## config.mk

```make
export PLATFORM = sky130hd
export DESIGN_NAME = hazard_scoreboard
export DESIGN_NICKNAME = d
export VERILOG_FILES = /design/src/rtl/hazard_pkg.sv /design/src/rtl/hazard_src_match.sv /design/src/rtl/hazard_scoreboard.sv
export SDC_FILE = /design/constraint.sdc
export NUM_CORES = 1
export LEC_CHECK = 0
export CORE_MARGIN = 5
export CORE_UTILIZATION = 28
export DETAILED_ROUTE_END_ITERATION = 10
export MAX_ROUTING_LAYER = met4
export SYNTH_ARGS = -nofsm -noshare
export SYNTH_HDL_FRONTEND = slang
export SYNTH_HIERARCHICAL = 1
export SYNTH_SLANG_ARGS = --single-unit
```

## constraint.sdc

```tcl
create_clock -name clk -period 2.4 [get_ports clk]
set_clock_uncertainty 0.1 [all_clocks]
set_input_delay 0.24 -clock clk [delete_from_list [all_inputs] [get_ports clk]]
set_output_delay 0.24 -clock clk [all_outputs]
set_load 0.02 [all_outputs]
```

## src/rtl/hazard_pkg.sv

```systemverilog
// Shared types and helpers for the hazard scoreboard: per-stage tracking entry,
// forward-select encoding and a constant-foldable clog2.
package hazard_pkg;

  localparam int FWD_RF       = 0;
  // Widest register number any instance may use; narrower numbers are zero-extended.
  localparam int MAX_REG_BITS = 16;

  typedef struct packed {
    logic                    valid;
    logic [MAX_REG_BITS-1:0] dst;
    logic                    wr;
    logic                    load;
  } stage_entry_t;

  function automatic int clog2(input int value);
    int result;
    result = 0;
    for (int i = 0; i < 31; i++) begin
      if ((1 << i) < value) result = i + 1;
    end
    return (result < 1) ? 1 : result;
  endfunction

endpackage

```

## src/rtl/hazard_src_match.sv

```systemverilog
// One source operand against every tracked stage: youngest-match priority
// encoder producing the forward select and the load-use stall request.
module hazard_src_match
  import hazard_pkg::*;
#(
  parameter  int REG_COUNT_BITS   = 5,
  parameter  int DEPTH            = 3,
  parameter  int LOAD_READY_STAGE = 2,
  localparam int FWD_SEL_BITS     = clog2(DEPTH)
) (
  input  logic                      i_issue_valid,
  input  logic                      i_used,
  input  logic [REG_COUNT_BITS-1:0] i_src,
  input  stage_entry_t [DEPTH-1:0]  i_entries,
  output logic [FWD_SEL_BITS-1:0]   o_fwd_sel,
  output logic                      o_load_stall
);

  logic [DEPTH-1:0] w_hit;

  always_comb begin
    for (int j = 0; j < DEPTH; j++) begin
      w_hit[j] = i_issue_valid && i_used && (i_src != '0) &&
                 i_entries[j].valid && i_entries[j].wr &&
                 (i_entries[j].dst == MAX_REG_BITS'(i_src));
    end
  end

  // NOTE: every output gets a default before the loop so no path leaves it
  // unassigned; without this the tool would infer a latch.
  always_comb begin
    o_fwd_sel    = FWD_SEL_BITS'(FWD_RF);
    o_load_stall = 1'b0;
    // Scan oldest to youngest so the lowest matching stage is written last.
    for (int j = DEPTH - 1; j >= 0; j--) begin
      if (w_hit[j]) begin
        // The oldest stage writes the write-first register file this cycle.
        o_fwd_sel    = (j <= DEPTH - 2) ? FWD_SEL_BITS'(j + 1) : FWD_SEL_BITS'(FWD_RF);
        o_load_stall = i_entries[j].load && (j + 1 < LOAD_READY_STAGE);
      end
    end
  end

endmodule

```

## src/rtl/hazard_scoreboard.sv

```systemverilog
// Post-decode hazard tracker: shifts producer info through DEPTH stages and
// issues the load-use stall plus registered per-operand forward selects.
module hazard_scoreboard
  import hazard_pkg::*;
#(
  parameter  int REG_COUNT_BITS   = 5,
  parameter  int DEPTH            = 3,
  parameter  int NUM_SRC          = 2,
  parameter  int LOAD_READY_STAGE = 2,
  localparam int FWD_SEL_BITS     = clog2(DEPTH)
) (
  input  logic                              clk,
  input  logic                              reset,
  input  logic                              issue_valid,
  input  logic [NUM_SRC*REG_COUNT_BITS-1:0] issue_src,
  input  logic [NUM_SRC-1:0]                issue_src_used,
  input  logic [REG_COUNT_BITS-1:0]         issue_dst,
  input  logic                              issue_reg_write,
  input  logic                              issue_is_load,
  input  logic                              flush,
  input  logic                              hold,
  output logic                              stall,
  output logic [NUM_SRC*FWD_SEL_BITS-1:0]   fwd_sel,
  output logic [DEPTH-1:0]                  stage_valid
);

  stage_entry_t [DEPTH-1:0]          r_stage;
  logic [NUM_SRC*FWD_SEL_BITS-1:0]   r_fwd_sel;
  logic [NUM_SRC*FWD_SEL_BITS-1:0]   w_fwd_sel;
  logic [NUM_SRC-1:0]                w_load_stall;
  logic                              w_accept;
  stage_entry_t                      w_new_entry;

  for (genvar g = 0; g < NUM_SRC; g++) begin : g_src
    hazard_src_match #(
      .REG_COUNT_BITS   (REG_COUNT_BITS),
      .DEPTH            (DEPTH),
      .LOAD_READY_STAGE (LOAD_READY_STAGE)
    ) u_match (
      .i_issue_valid (issue_valid),
      .i_used        (issue_src_used[g]),
      .i_src         (issue_src[g*REG_COUNT_BITS +: REG_COUNT_BITS]),
      .i_entries     (r_stage),
      .o_fwd_sel     (w_fwd_sel[g*FWD_SEL_BITS +: FWD_SEL_BITS]),
      .o_load_stall  (w_load_stall[g])
    );
  end

  // flush and hold both release fetch, so either one masks the stall.
  assign stall    = (|w_load_stall) && !flush && !hold && !reset;
  assign w_accept = issue_valid && !stall && !flush;

  always_comb begin
    w_new_entry       = '0;
    w_new_entry.valid = 1'b1;
    w_new_entry.dst   = MAX_REG_BITS'(issue_dst);
    w_new_entry.wr    = issue_reg_write && (issue_dst != '0);
    w_new_entry.load  = issue_is_load;
  end

  // NOTE: sequential state uses non-blocking assignments so every stage
  // samples its predecessor's pre-edge value and the shift order is irrelevant.
  always_ff @(posedge clk) begin
    if (reset) begin
      r_stage   <= '0;
      r_fwd_sel <= '0;
    end else if (!hold) begin
      for (int j = DEPTH - 1; j >= 1; j--) begin
        r_stage[j] <= r_stage[j-1];
      end
      r_stage[0] <= w_accept ? w_new_entry : '0;
      r_fwd_sel  <= w_accept ? w_fwd_sel : '0;
    end
  end

  always_comb begin
    for (int j = 0; j < DEPTH; j++) begin
      stage_valid[j] = r_stage[j].valid;
    end
  end

  assign fwd_sel = r_fwd_sel;

endmodule

```

; Word level (Yosys, flattened, before mapping)
; Index checks and enable logic that the tools add are counted.
[op_classes]
eq_ne = 4
muxes = 8
n_reduce_logical = 30
[op_table]
columns = cell, n
row1 = $eq A16 B5 Y1, 4
row2 = $logic_and A1 B1 Y1, 22
row3 = $mux W19, 1
row4 = $reduce_bool A5 Y1, 3
row5 = $mux W2, 4
row6 = $logic_not A1 Y1, 4
row7 = $mux W4, 1
row8 = $mux W1, 2
row9 = $reduce_or A2 Y1, 1
[totals]
regBits = 42
inputBits = 24
output_inout_bits = 8

; Logic depth before layout (Yosys ltp)
; Gate-level depths: netlist (run 1).
[depth]
depth_word = 14
depth_mapped = 8
depth_no_buf = 7

; Cells and area by module
; Netlist (run 1), hierarchy kept.
[by_module_without_submodules]
columns = module, instances, cells_each, area_each_um2
row1 = hazard_scoreboard, 1, 102, 1041.0
row2 = hazard_src_match, 2, 29, 226.5

; Worst setup path before layout (run 1)
; Ideal clock, no wire load.
[synth_path]
path_kind = register -> output
start = register r_stage[4] (netlist bit)
end = output stall
arrival_ns = 1.791
required_ns = 2.060
setup_slack_ns = 0.269
stages_incl_launch_ff = 8
n_path_buf = 1
path_cell_list = dfxtp_1 > xnor2_1 > nand4_1 > nor4_1 > and2_1 > o21bai_1 > buf_2 > nor3_1
[synth_via]
elab_chain_len = 7
[synth_rtl]
columns = element, line_no
row1 = from (decl), hazard_scoreboard.sv:27  ; stage_entry_t [DEPTH-1:0] r_stage;
row2 = "from (signal, indexed assignment)", hazard_scoreboard.sv:69  ; r_stage[j] <= r_stage[j-1];
row3 = $eq A16 B5 Y1, hazard_src_match.sv:25  ; (i_entries[j].dst == MAX_REG_BITS'(i_src));
row4 = $logic_and A1 B1 Y1, hazard_src_match.sv:24  ; i_entries[j].valid && i_entries[j].wr &&
row5 = $mux W1, hazard_src_match.sv:36  ; if (w_hit[j]) begin
row6 = via w_load_stall[1], hazard_scoreboard.sv:30  ; logic [NUM_SRC-1:0] w_load_stall;
row7 = $reduce_or A2 Y1, hazard_scoreboard.sv:50  ; assign stall = (|w_load_stall) && !flush && !hold && !reset;
row8 = $logic_and A1 B1 Y1 (3 in series), hazard_scoreboard.sv:50
row9 = to (decl), hazard_scoreboard.sv:22  ; output logic stall,
; The timed path passes the listed nets, and every way through them passes these cells.

; Worst setup path in the final report (run 1)
[layout_path]
start = register r_stage[6] (netlist bit)
end = output stall
; Same word-level chain as after synthesis.

==> metrics.txt, run 1 <==
fill count=436; Routed WL=3.26 mm; Die Area=5790 um^2; Vias/cell=around 4.3; P_leak=0.911 nW; Setup violations, final=0; Achievable Freq=446 MHz; Max Used Layer=met4; final core utilization=46.4%; Logic pwr share=20.5%; ANT nets after route=0; Clock transition at path regs=70 ps; Setup TNS=0 ps; met3 wire len=between 100 and 150 um; Worst Hold Depth=2; PortBufs=31; CP Capture Type=primary output; Max clock buf depth=2; worst skew pair latency=250 ps; endpoints failing hold=0; Sequential Power Share=48.9%; Critical Path Stages=7; 1st-iter DRT viols=42; routed wire length on met2=1.48 mm; FF+latch area=~400 um^2; Int Pwr=0.528 mW; HP Class=reg2reg; root buf cell=clkbuf_8; gr ovfl total=0; final period utilization=about 93%; NetSw=0.172 mW; hold buffer count at cts=0; Syn-to-layout area delta=62.9%; largest net degree at the start of global routing=22; core area=4290 um^2; most frequent cells in the layout=conb_1 (44), buf_4 (26), nor2_1 (20), dfxtp_1 (19), clkdlybuf4s50_1 (19); Clk pwr share=30.5%; switching share of power=24.6%; via count=1193; Wirelength per Cell=between 10 and 15 um; WP buf/inv=1; CTS buffer count=3; VDD IR max=0.250 mV; first-pass GRT wire length=around 5.3 mm; WHS=393 ps; final net count=between 200 and 300; PnR Total Power=around 0.7 mW; Final Max Tran Viols=0; CTS H-Tree Depth=1; area taken by multi-input logic gates=973 um^2; drt drc=0; Post-DP HPWL=around 2.5 mm; Antenna Cells=0; Setup CP Type=reg2out; min cycle time layout=2240 ps; die span in x=76.1 um; GRT Util Overall=11.1%; worst setup margin=160 ps; syn avg cell area=9.00 um^2; critical path launch point type=flop; vias in the first global route=1194; CP arrival=about 1900 ps; Initial Util=28.5%; max incr delay on CP=410 ps; Synth warnings=6; Site Rows=24; commonest non-fill, non-tap cell in the layout=conb_1; required time worst endpoint=just over 2000 ps; I/O pin count=32; cell count after synthesis=136; critical path, cell by cell=xnor2_1 > nand4_1 > nor4_4 > and2_1 > o21bai_1 > nor3_1 > buf_4; r2r worst-path depth=8; critical path fanouts, max=3; pre-CTS setup slack=-493 ps; CTS tree=yes; CP max-delay cell=dfxtp_1; proportion of layout cells with a drive suffix above 1=18.9%; die height=76.1 um; Placer Congestion=0.816; Max Cap Viol=0; Met1 Wirelength=1.60 mm; clock sink count=20; synthesized area=roughly 1200 um^2; run status=finished clean; initial antenna violation count=0; Top delay family on crit path=simple AND/OR/NAND/NOR gates; PwrDens=351 nW/um^2; drt pass-1 iters=4; Post-CTS Setup Bufs=0
-- worst register-to-register path, delay by kind of cell (launching register included) --
kind	cells	cell delay (ps)
compound gates	2	290
xor+xnor	1	140
buf+inv	1	180
flops	1	410
simple gates	4	730
-- metrics by stage --
| step | std cells | cell area (um^2) |
|---|---|---|
| floorplan | 179 | 1390 |
| global placement | 276 | 1880 |
| detailed placement | 276 | 1880 |
| CTS | 279 | 1950 |
| global route | 279 | 1990 |
| finish | 279 | 1990 |
-- what timing repair did --
action / in CTS / in global routing
gates resized for setup: 13 / 13
pin swaps: 2 / 11
endpoints found under the setup margin: 1 / 1
endpoints found under the hold margin: 0 / 0
-- path summary, 6_finish.rpt --
kind	start	end	slack, ps
max	r_stage[6]	stall	160
min	fwd_sel[1]	fwd_sel[1]	390
max reg2reg	r_stage[6]	r_stage[2]	450
min reg2reg	fwd_sel[1]	fwd_sel[1]	390
-- per-layer routing --
metal,vias to the layer above,GRT usage [%]
li1,642,-
met1,519,15.2
met2,26,16.5
met3,6,1.54
met4,0,4.37
met5,-,-
-- final cells by class --
class                      count  area share [%]
clock buffer                   3            2.07
sequential                    20            20.2
tap                           52            3.26
timing repair buffer          56            25.7
multi-input combinational    148            48.8
-- power by group through the flow --
stage	logic [mW]	clock network (mW)	registers (mW)
final	0.144	0.214	0.343
after global routing	0.159	0.241	0.343
after CTS	0.142	0.222	0.343
after detailed placement	0.139	0	0.350
after global placement	0.139	0	0.350
after floorplan	0.0641	0	0.349
-- registers in the layout (all words and copies together), names as in the netlist --
signal / flops
fwd_sel: 4
r_stage: 13
stage_valid: 3
(Power assumes the default switching activity.)
==> run 2: changes to the inputs <==
Settings changed: ABC_AREA from default to 0, DONT_BUFFER_PORTS from default to 1.
==> run 2 against run 1 <==
Against the previous run:
- register-to-register slack lost 40 ps
- critical endpoint unchanged
- fmax shrank 0.42%
- non-clock buffer count shrank 51
- hold slack lost 370 ps
- sequential cell count is the same
- critical path depth is the same
==> metrics.txt, run 2 (synthesis gave the netlist of run 1 again) <==
RR Startpoint=r_stage[1]; Placer Congestion=roughly 0.82; PwrDens=488 nW/um^2; Max Cap Viol=0; CP Capture Type=primary output; CTS H-Tree Depth=1; core area=4290 um^2; Max clock buf depth=2; HP Class=in2reg; Int Pwr=0.590 mW; commonest non-fill, non-tap cell in the layout=conb_1; clock sink count=20; Logic pwr share=8.6%; die span in x=76.1 um; die height=76.1 um; PnR Total Power=0.741 mW; Critical Path Sink=stall; r2r worst-path depth=8; Antenna Cells=0; Placement Cell Area=1410 um^2; 1st-iter DRT viols=38; worst-margin pin slew=722 ps; Clk pwr share=45.0%; Achievable Freq=~440 MHz; Clock transition at path regs=80 ps; gr ovfl total=0; crit path launch=r_stage[1]; r2r endpoint=fwd_sel[1]; CTS tree=yes; vias in the first global route=917; Slew Limit Headroom=51.7%; ANT nets after route=0; drt drc=0; Wirelength per Cell=13.5 um; largest net degree at the start of global routing=23; PortBufs=0; root buf cell=clkbuf_8; most frequent cells in the layout=conb_1 (44), nor2_1 (20), dfxtp_1 (18), xnor2_1 (14), a32oi_1 (10); Most flops, register=r_stage; required time worst endpoint=2060 ps; run status=finished clean; worst skew pair latency=260 ps; Reg2Reg Setup Slack=a little over 400 ps; initial antenna violation count=0; final period utilization=93.7%; Vias/cell=around 4.7; Syn-to-layout area delta=24.1%; Post-CTS Setup Bufs=0; worst setup margin=150 ps; GRT Util Overall=10.2%; Setup CP Type=reg2out; Final Max Tran Viols=0; I/O pin count=32; drt pass-1 iters=4; Initial Util=28.5%; min cycle time layout=2250 ps; P_leak=0.610 nW; Setup TNS=0 ps; first-pass GRT wire length=between 4 and 5 mm; Routed WL=approximately 3.1 mm; Setup violations, final=0; Site Rows=24; VDD IR max=0.305 mV; Finished Cell Area=1520 um^2; final net count=a little over 200; proportion of layout cells with a drive suffix above 1=11.9%; CTS buffer count=3; switching share of power=20.3%; Sequential Power Share=roughly 46%; NetSw=0.151 mW; critical path fanouts, max=4; pre-CTS setup slack=288 ps; via count=1066; max reg flops=13; WHS=22.7 ps; endpoints failing hold=0; Die Area=~5800 um^2; Post-DP HPWL=between 2 and 2.5 mm; critical path launch point type=flop; CP arrival=1910 ps
## run 2: cell count changes in the layout (fill, tap and decap cells not counted), sizes merged
cell | before | now
dlymetal6s2s | 8 | 0
clkdlybuf4s50 | 19 | 0
dlygate4sd3 | 0 | 1
bufinv | 0 | 1
dlygate4sd2 | 3 | 0
buf | 26 | 4
## run 2: stage by stage
step / util (%) / cells
global placement: 32.9 / 224
floorplan: - / 179
detailed placement: 32.9 / 224
finish: 35.4 / 229
global route: 35.4 / 229
CTS: 34.8 / 229
## run 2: area by class of cell
cell class | instances | area (um^2)
fillers | 438 | 2780
multi-input cells | 148 | 940
flip-flops and latches | 20 | 403
well taps | 52 | 65.1
clock buffers | 3 | 41.3
repair buffers | 5 | 40.0
clock inverters | 1 | 30.0
## run 2: worst min path at each step
stage	slack, ps	end	depth (start not counted)	start
after detailed placement	210	stage_valid[0]	1	reset
after floorplan	300	r_stage[1]	2	issue_reg_write
final	20	r_stage[0]	2	hold
after global placement	210	stage_valid[0]	1	reset
after CTS	20	r_stage[3]	2	hold
after global routing	20	r_stage[3]	2	hold
## run 2: worst max-delay path, cell delays in order (launching register included)
cell and delay (ps):
dfxtp_1 360, and3b_1 180, nand4_1 190, nor4_4 350, and2_1 180, o21bai_1 90, nor3_1 150, buf_4 170
## run 2: timing repair
action | CTS | global route
hold buffers | 1 | 0
gates resized for setup | 0 | 5
setup endpoints to repair | 0 | 1
hold endpoints to repair | 20 | 0
## run 2: layer usage
layer / track usage [%] / up-vias / share of wire (%)
li1: - / 543 / -
met1: 15.5 / 483 / 51
met2: 13.5 / 36 / 41
met3: 1.30 / 4 / 6.4
met4: 3.32 / 0 / 1.4
met5: - / - / 0
## run 2: power by group through the flow
stage | logic, mW | clock network, mW | registers, mW
after floorplan | 0.0641 | 0 | 0.349
after global placement | 0.0544 | 0 | 0.351
after detailed placement | 0.0542 | 0 | 0.351
after CTS | 0.0607 | 0.346 | 0.343
after global routing | 0.0726 | 0.363 | 0.344
final | 0.0641 | 0.333 | 0.344
==> variant 1: new RTL, flow settings as in run 1 <==
`REG_COUNT_BITS` is set to 5 in 2 places; all go to 10.
--- a/src/rtl/hazard_src_match.sv
+++ b/src/rtl/hazard_src_match.sv
@@ -3,7 +3,7 @@
 module hazard_src_match
   import hazard_pkg::*;
 #(
-  parameter  int REG_COUNT_BITS   = 5,
+  parameter  int REG_COUNT_BITS   = 10,
   parameter  int DEPTH            = 3,
   parameter  int LOAD_READY_STAGE = 2,
   localparam int FWD_SEL_BITS     = clog2(DEPTH)
--- a/src/rtl/hazard_scoreboard.sv
+++ b/src/rtl/hazard_scoreboard.sv
@@ -3,7 +3,7 @@
 module hazard_scoreboard
   import hazard_pkg::*;
 #(
-  parameter  int REG_COUNT_BITS   = 5,
+  parameter  int REG_COUNT_BITS   = 10,
   parameter  int DEPTH            = 3,
   parameter  int NUM_SRC          = 2,
   parameter  int LOAD_READY_STAGE = 2,
Ports: changed (resized issue_dst and issue_src); port bits go from 32 to 47. No check against the original RTL was run, so the function may have changed too.
==> variant 1 against run 1 <==
  * Global-route usage increased by 3.3 points
  * Final area increased by 44%
  * Wire length increased by 62%
  * Sequential share of layout area increased by 1.3 points
  * Utilization increased by 1.6 points
  * Sequential cell count increased by 10
  * Area after synthesis increased by 41%
  * Worst setup slack got worse by 0.048 ns
  * Combinational power increased by 58%
  * Power increased by 98%
  * Critical endpoint is now r_stage[1]
  * Largest cell class unchanged
  * Largest power group is now the clock network
==> variant 1: results (changes against run 1) <==
| Metric | Value |
|---|---|
| Worst slack at placement | `-0.455 ns (was -0.493 ns)` |
| First-pass GRT wire length | `8230 um (was 5290 um)` |
| Met1 Use GR | `18.3% (was 15.2%)` |
| HPWL after detailed placement | `4170 um (was 2550 um)` |
| DRC violation total after the first TritonRoute iteration | `52 (was 42)` |
| Met3 usage | `2.89% (was 1.54%)` |
| R2r setup slk | `0.21 ns (was 0.45 ns)` |
| Status | `complete, no violations (unchanged)` |
| Crit. Startpoint | `issue_src[15] (was r_stage[6])` |
| Worst skew pair latency | `0.28 ns (was 0.25 ns)` |
| CP max-delay cell | `or4b_4 (was dfxtp_1)` |
| Maximum vdd drop | `265 uV (was 250 uV)` |
| Vias in the first global route | `1710 (was 1194)` |
| CP peak stage delay | `0.55 ns (was 0.41 ns)` |
| R2r endpoint | `r_stage[1] (was r_stage[2])` |
| Max FFs per register | `23 (was 13)` |
| Fraction of layout cells with a size suffix above 1 | `29.5% (was 18.9%)` |
| PortBufs | `46 (was 31)` |
| P_leak | `1.24 nW (was 0.911 nW)` |
| R2R depth | `9 (was 8)` |
| WL/cell | `14.6 um (was 11.7 um)` |
| Largest net degree at the start of global routing | `18 (was 22)` |
| Num CTS Buffers | `5 (was 3)` |
| Critical path type | `input pin to flip-flop (was flip-flop to primary output)` |
| Fin crit share | `95.3% (was 93.3%)` |
| CP Max Fanout | `8 (was 3)` |
variant 1: changes by cell type in the layout (fill, tap and decap cells not counted), moves of 6 or more:
| cell | delta |
|---|---|
| dlygate4sd2_1 | +10 |
| a32oi_1 | -10 |
| nand4_1 | +6 |
| buf_4 | +13 |
| xor2_1 | +6 |
| a22o_2 | +10 |
| xnor2_1 | +12 |
| dfxtp_2 | +6 |
| conb_1 | -20 |
variant 1: per-stage QoR:
stage	instances	total power, W	instance area [um^2]
4_1_cts	360	0.00140	2800
3_3_place_gp	349	0.000751	2610
5_1_grt	360	0.00145	2860
6_report	360	0.00139	2860
2_1_floorplan	201	0.000615	1810
3_5_place_dp	349	0.000753	2610
variant 1: area by class of cell:
type                    count  area, um^2
fillers                   566        3100
multi-input cells         158        1190
clock buffers               6        82.6
flip-flops and latches     30         613
well taps                  75        93.8
repair buffers             89         820
clock inverters             2        60.1
variant 1: where the power goes:
| part | internal, W | switching, W |
|---|---|---|
| registers | 0.000506 | 0.0000107 |
| logic | 0.000131 | 0.0000966 |
| clock network | 0.000443 | 0.000201 |
variant 1: worst min-delay path by stage:
stage	startpoint	end	depth (start not counted)
6_report	fwd_sel[1]	fwd_sel[1]	1
5_1_grt	fwd_sel[1]	fwd_sel[1]	1
4_1_cts	fwd_sel[1]	fwd_sel[1]	1
3_5_place_dp	fwd_sel[1]	fwd_sel[1]	1
3_3_place_gp	fwd_sel[1]	fwd_sel[1]	1
2_1_floorplan	issue_is_load	r_stage[0]	1
variant 1: repair_timing:
action / CTS / global route
buffers inserted: 2 / 0
pin swaps: 7 / 6
hold endpoints to repair: 0 / 0
gates resized for setup: 25 / 22
hold buffers: 0 / 0
endpoints found under the setup margin: 17 / 17
cloned: 1 / 0
variant 1: metal layers:
metal | wire length, um | vias up
li1 | - | 838
met1 | 2500 | 767
met2 | 2490 | 38
met3 | 246 | 5
met4 | 36 | 0
met5 | 0 | -
==> variant 2: new RTL, settings of run 1 <==
Made on the original files. Reset style: asynchronous (`reset`), changed in one clocked block.
--- a/src/rtl/hazard_scoreboard.sv
+++ b/src/rtl/hazard_scoreboard.sv
@@ -60,7 +60,7 @@
 
   // NOTE: sequential state uses non-blocking assignments so every stage
   // samples its predecessor's pre-edge value and the shift order is irrelevant.
-  always_ff @(posedge clk) begin
+  always_ff @(posedge clk or posedge reset) begin
     if (reset) begin
       r_stage   <= '0;
       r_fwd_sel <= '0;
Behaviour: differs if reset is asserted again (counterexample within 4 cycles, from zero or initial values and one cycle with reset high); with reset held inactive, the same outputs for 10 cycles.
==> variant 2 against run 1 <==
  * Sequential cell count is the same
  * Wire length decreased by 5.1%
  * Final area fell by 1.7%
  * Sequential share of layout area rose by 5.4 points
  * Largest power group unchanged
  * Worst setup slack got worse by 0.057 ns
  * Non-clock buffer count down 8
  * Final cell count fell by 9.3%
  * Worst hold slack lost 0.051 ns
  * Critical path type is now input pin to primary output
  * Synthesized cell count decreased by 16%
  * Die area grew 1.7%
  * Area after synthesis up 1.9%
  * Power rose by 10%
==> variant 2: results (changes against run 1) <==
| Metric | Value |
|---|---|
| Non-Filler Instances | `253 (was 279)` |
| Fin nets | `227 (was 253)` |
| Synthesized instance count | `114 (was 136)` |
| Crit path DAT | `1.96 ns (was 1.90 ns)` |
| HP Class | `input pin to asynchronous set/reset pin (was flip-flop to flip-flop)` |
| GPL Wtd Cong | `0.905 (was 0.816)` |
| P_comb | `0.000186 W (was 0.000144 W)` |
| Delay-heaviest family, CP | `buffers and inverters (was simple AND/OR/NAND/NOR gates)` |
| P_leak | `0.951 nW (was 0.911 nW)` |
| Vias | `1119 (was 1193)` |
| Drt pass-1 iters | `4 (unchanged)` |
| Slew of the pin with the lowest slew margin | `0.748 ns` |
| Internal power | `0.000574 W (was 0.000528 W)` |
| HPWL after detailed placement | `2440 um (was 2550 um)` |
| Final hold vios | `0 (unchanged)` |
| Fraction of layout cells with a size suffix above 1 | `20.9% (was 18.9%)` |
| Clock root cell | `clkbuf_8 (unchanged)` |
| Largest net degree at the start of global routing | `22 (unchanged)` |
| Status | `complete, no violations (unchanged)` |
| # diodes | `0 (unchanged)` |
| Placed cell area | `1860 um^2 (was 1880 um^2)` |
| Worst slack at placement | `-0.500 ns (was -0.493 ns)` |
| DRC violation total after the first TritonRoute iteration | `37 (was 42)` |
| CP max-delay cell | `clkdlybuf4s50_1 (was dfxtp_1)` |
| Max FFs per register | `13 (unchanged)` |
| Setup Fix Bufs, Post-CTS | `0 (unchanged)` |
| Fillers | `448 (was 436)` |
| Maxcap violations | `0 (unchanged)` |
| Initial antenna violation count | `0 (unchanged)` |
| CP peak stage delay | `0.67 ns (was 0.41 ns)` |
| WL/cell | `12.2 um (was 11.7 um)` |
| First-pass GRT wire length | `5160 um (was 5290 um)` |
| Total track usage | `10.9% (was 11.1%)` |
| Maximum vdd drop | `218 uV (was 250 uV)` |
| Clock tree buffer depth | `2 (unchanged)` |
| Ys Warns | `6 (unchanged)` |
| H-tree Lvls | `1 (unchanged)` |
| Num CTS Buffers | `3 (unchanged)` |
| Seq group | `0.000378 W (was 0.000343 W)` |
variant 2: cell types whose count changed in the layout (fill, tap and decap cells not counted), sizes merged, moves of 3 or more:
cell,change
dfrtp,+20
dfxtp,-20
nor2,-16
a22o,+10
a32oi,-10
buf,-8
mux2,+8
mux2i,-8
dlymetal6s2s,-4
clkdlybuf4s50,+3
variant 2: cell type report:
cell class	instances	share of cell area [%]
Clock buffer	3	2.11
Inverter	1	0.192
Tap cell	52	3.32
Multi-Input combinational cell	129	46.4
Sequential cell	20	25.5
Timing Repair Buffer	48	22.5
variant 2: path summary, 6_finish.rpt:
| kind | start | to | slack (ns) | cells past startpoint |
|---|---|---|---|---|
| worst min-delay path | reset | r_stage[0] | 0.34 | 2 |
| worst min register to register | stage_valid[2] | stage_valid[2] | 0.41 | 1 |
| min in group clk | stage_valid[2] | stage_valid[2] | 0.41 | 1 |
| max in group asynchronous | reset | fwd_sel[2] | 1.39 | 2 |
| worst max-delay path | issue_valid | stall | 0.10 | 7 |
| worst max register to register | r_stage[4] | r_stage[1] | 0.37 | 7 |
variant 2: metrics by stage:
stage               util, %  total power, W
floorplan                 -        0.000479
global placement       43.0        0.000565
detailed placement     43.0        0.000567
CTS                    44.1        0.000776
global route           45.3        0.000814
finish                 45.3        0.000771
variant 2: metal layers:
| metal | wire length, um | vias up | global-route usage (%) |
|---|---|---|---|
| met5 | 0 | - | - |
| met4 | 28 | 0 | 3.15 |
| met3 | 159 | 4 | 1.52 |
| met2 | 1400 | 35 | 16.0 |
| met1 | 1500 | 522 | 15.6 |
| li1 | - | 558 | - |
variant 2: timing repair:
action	4_1_cts	5_1_grt
resized for setup	12	10
pin swaps	3	5
setup endpoints to repair	1	1
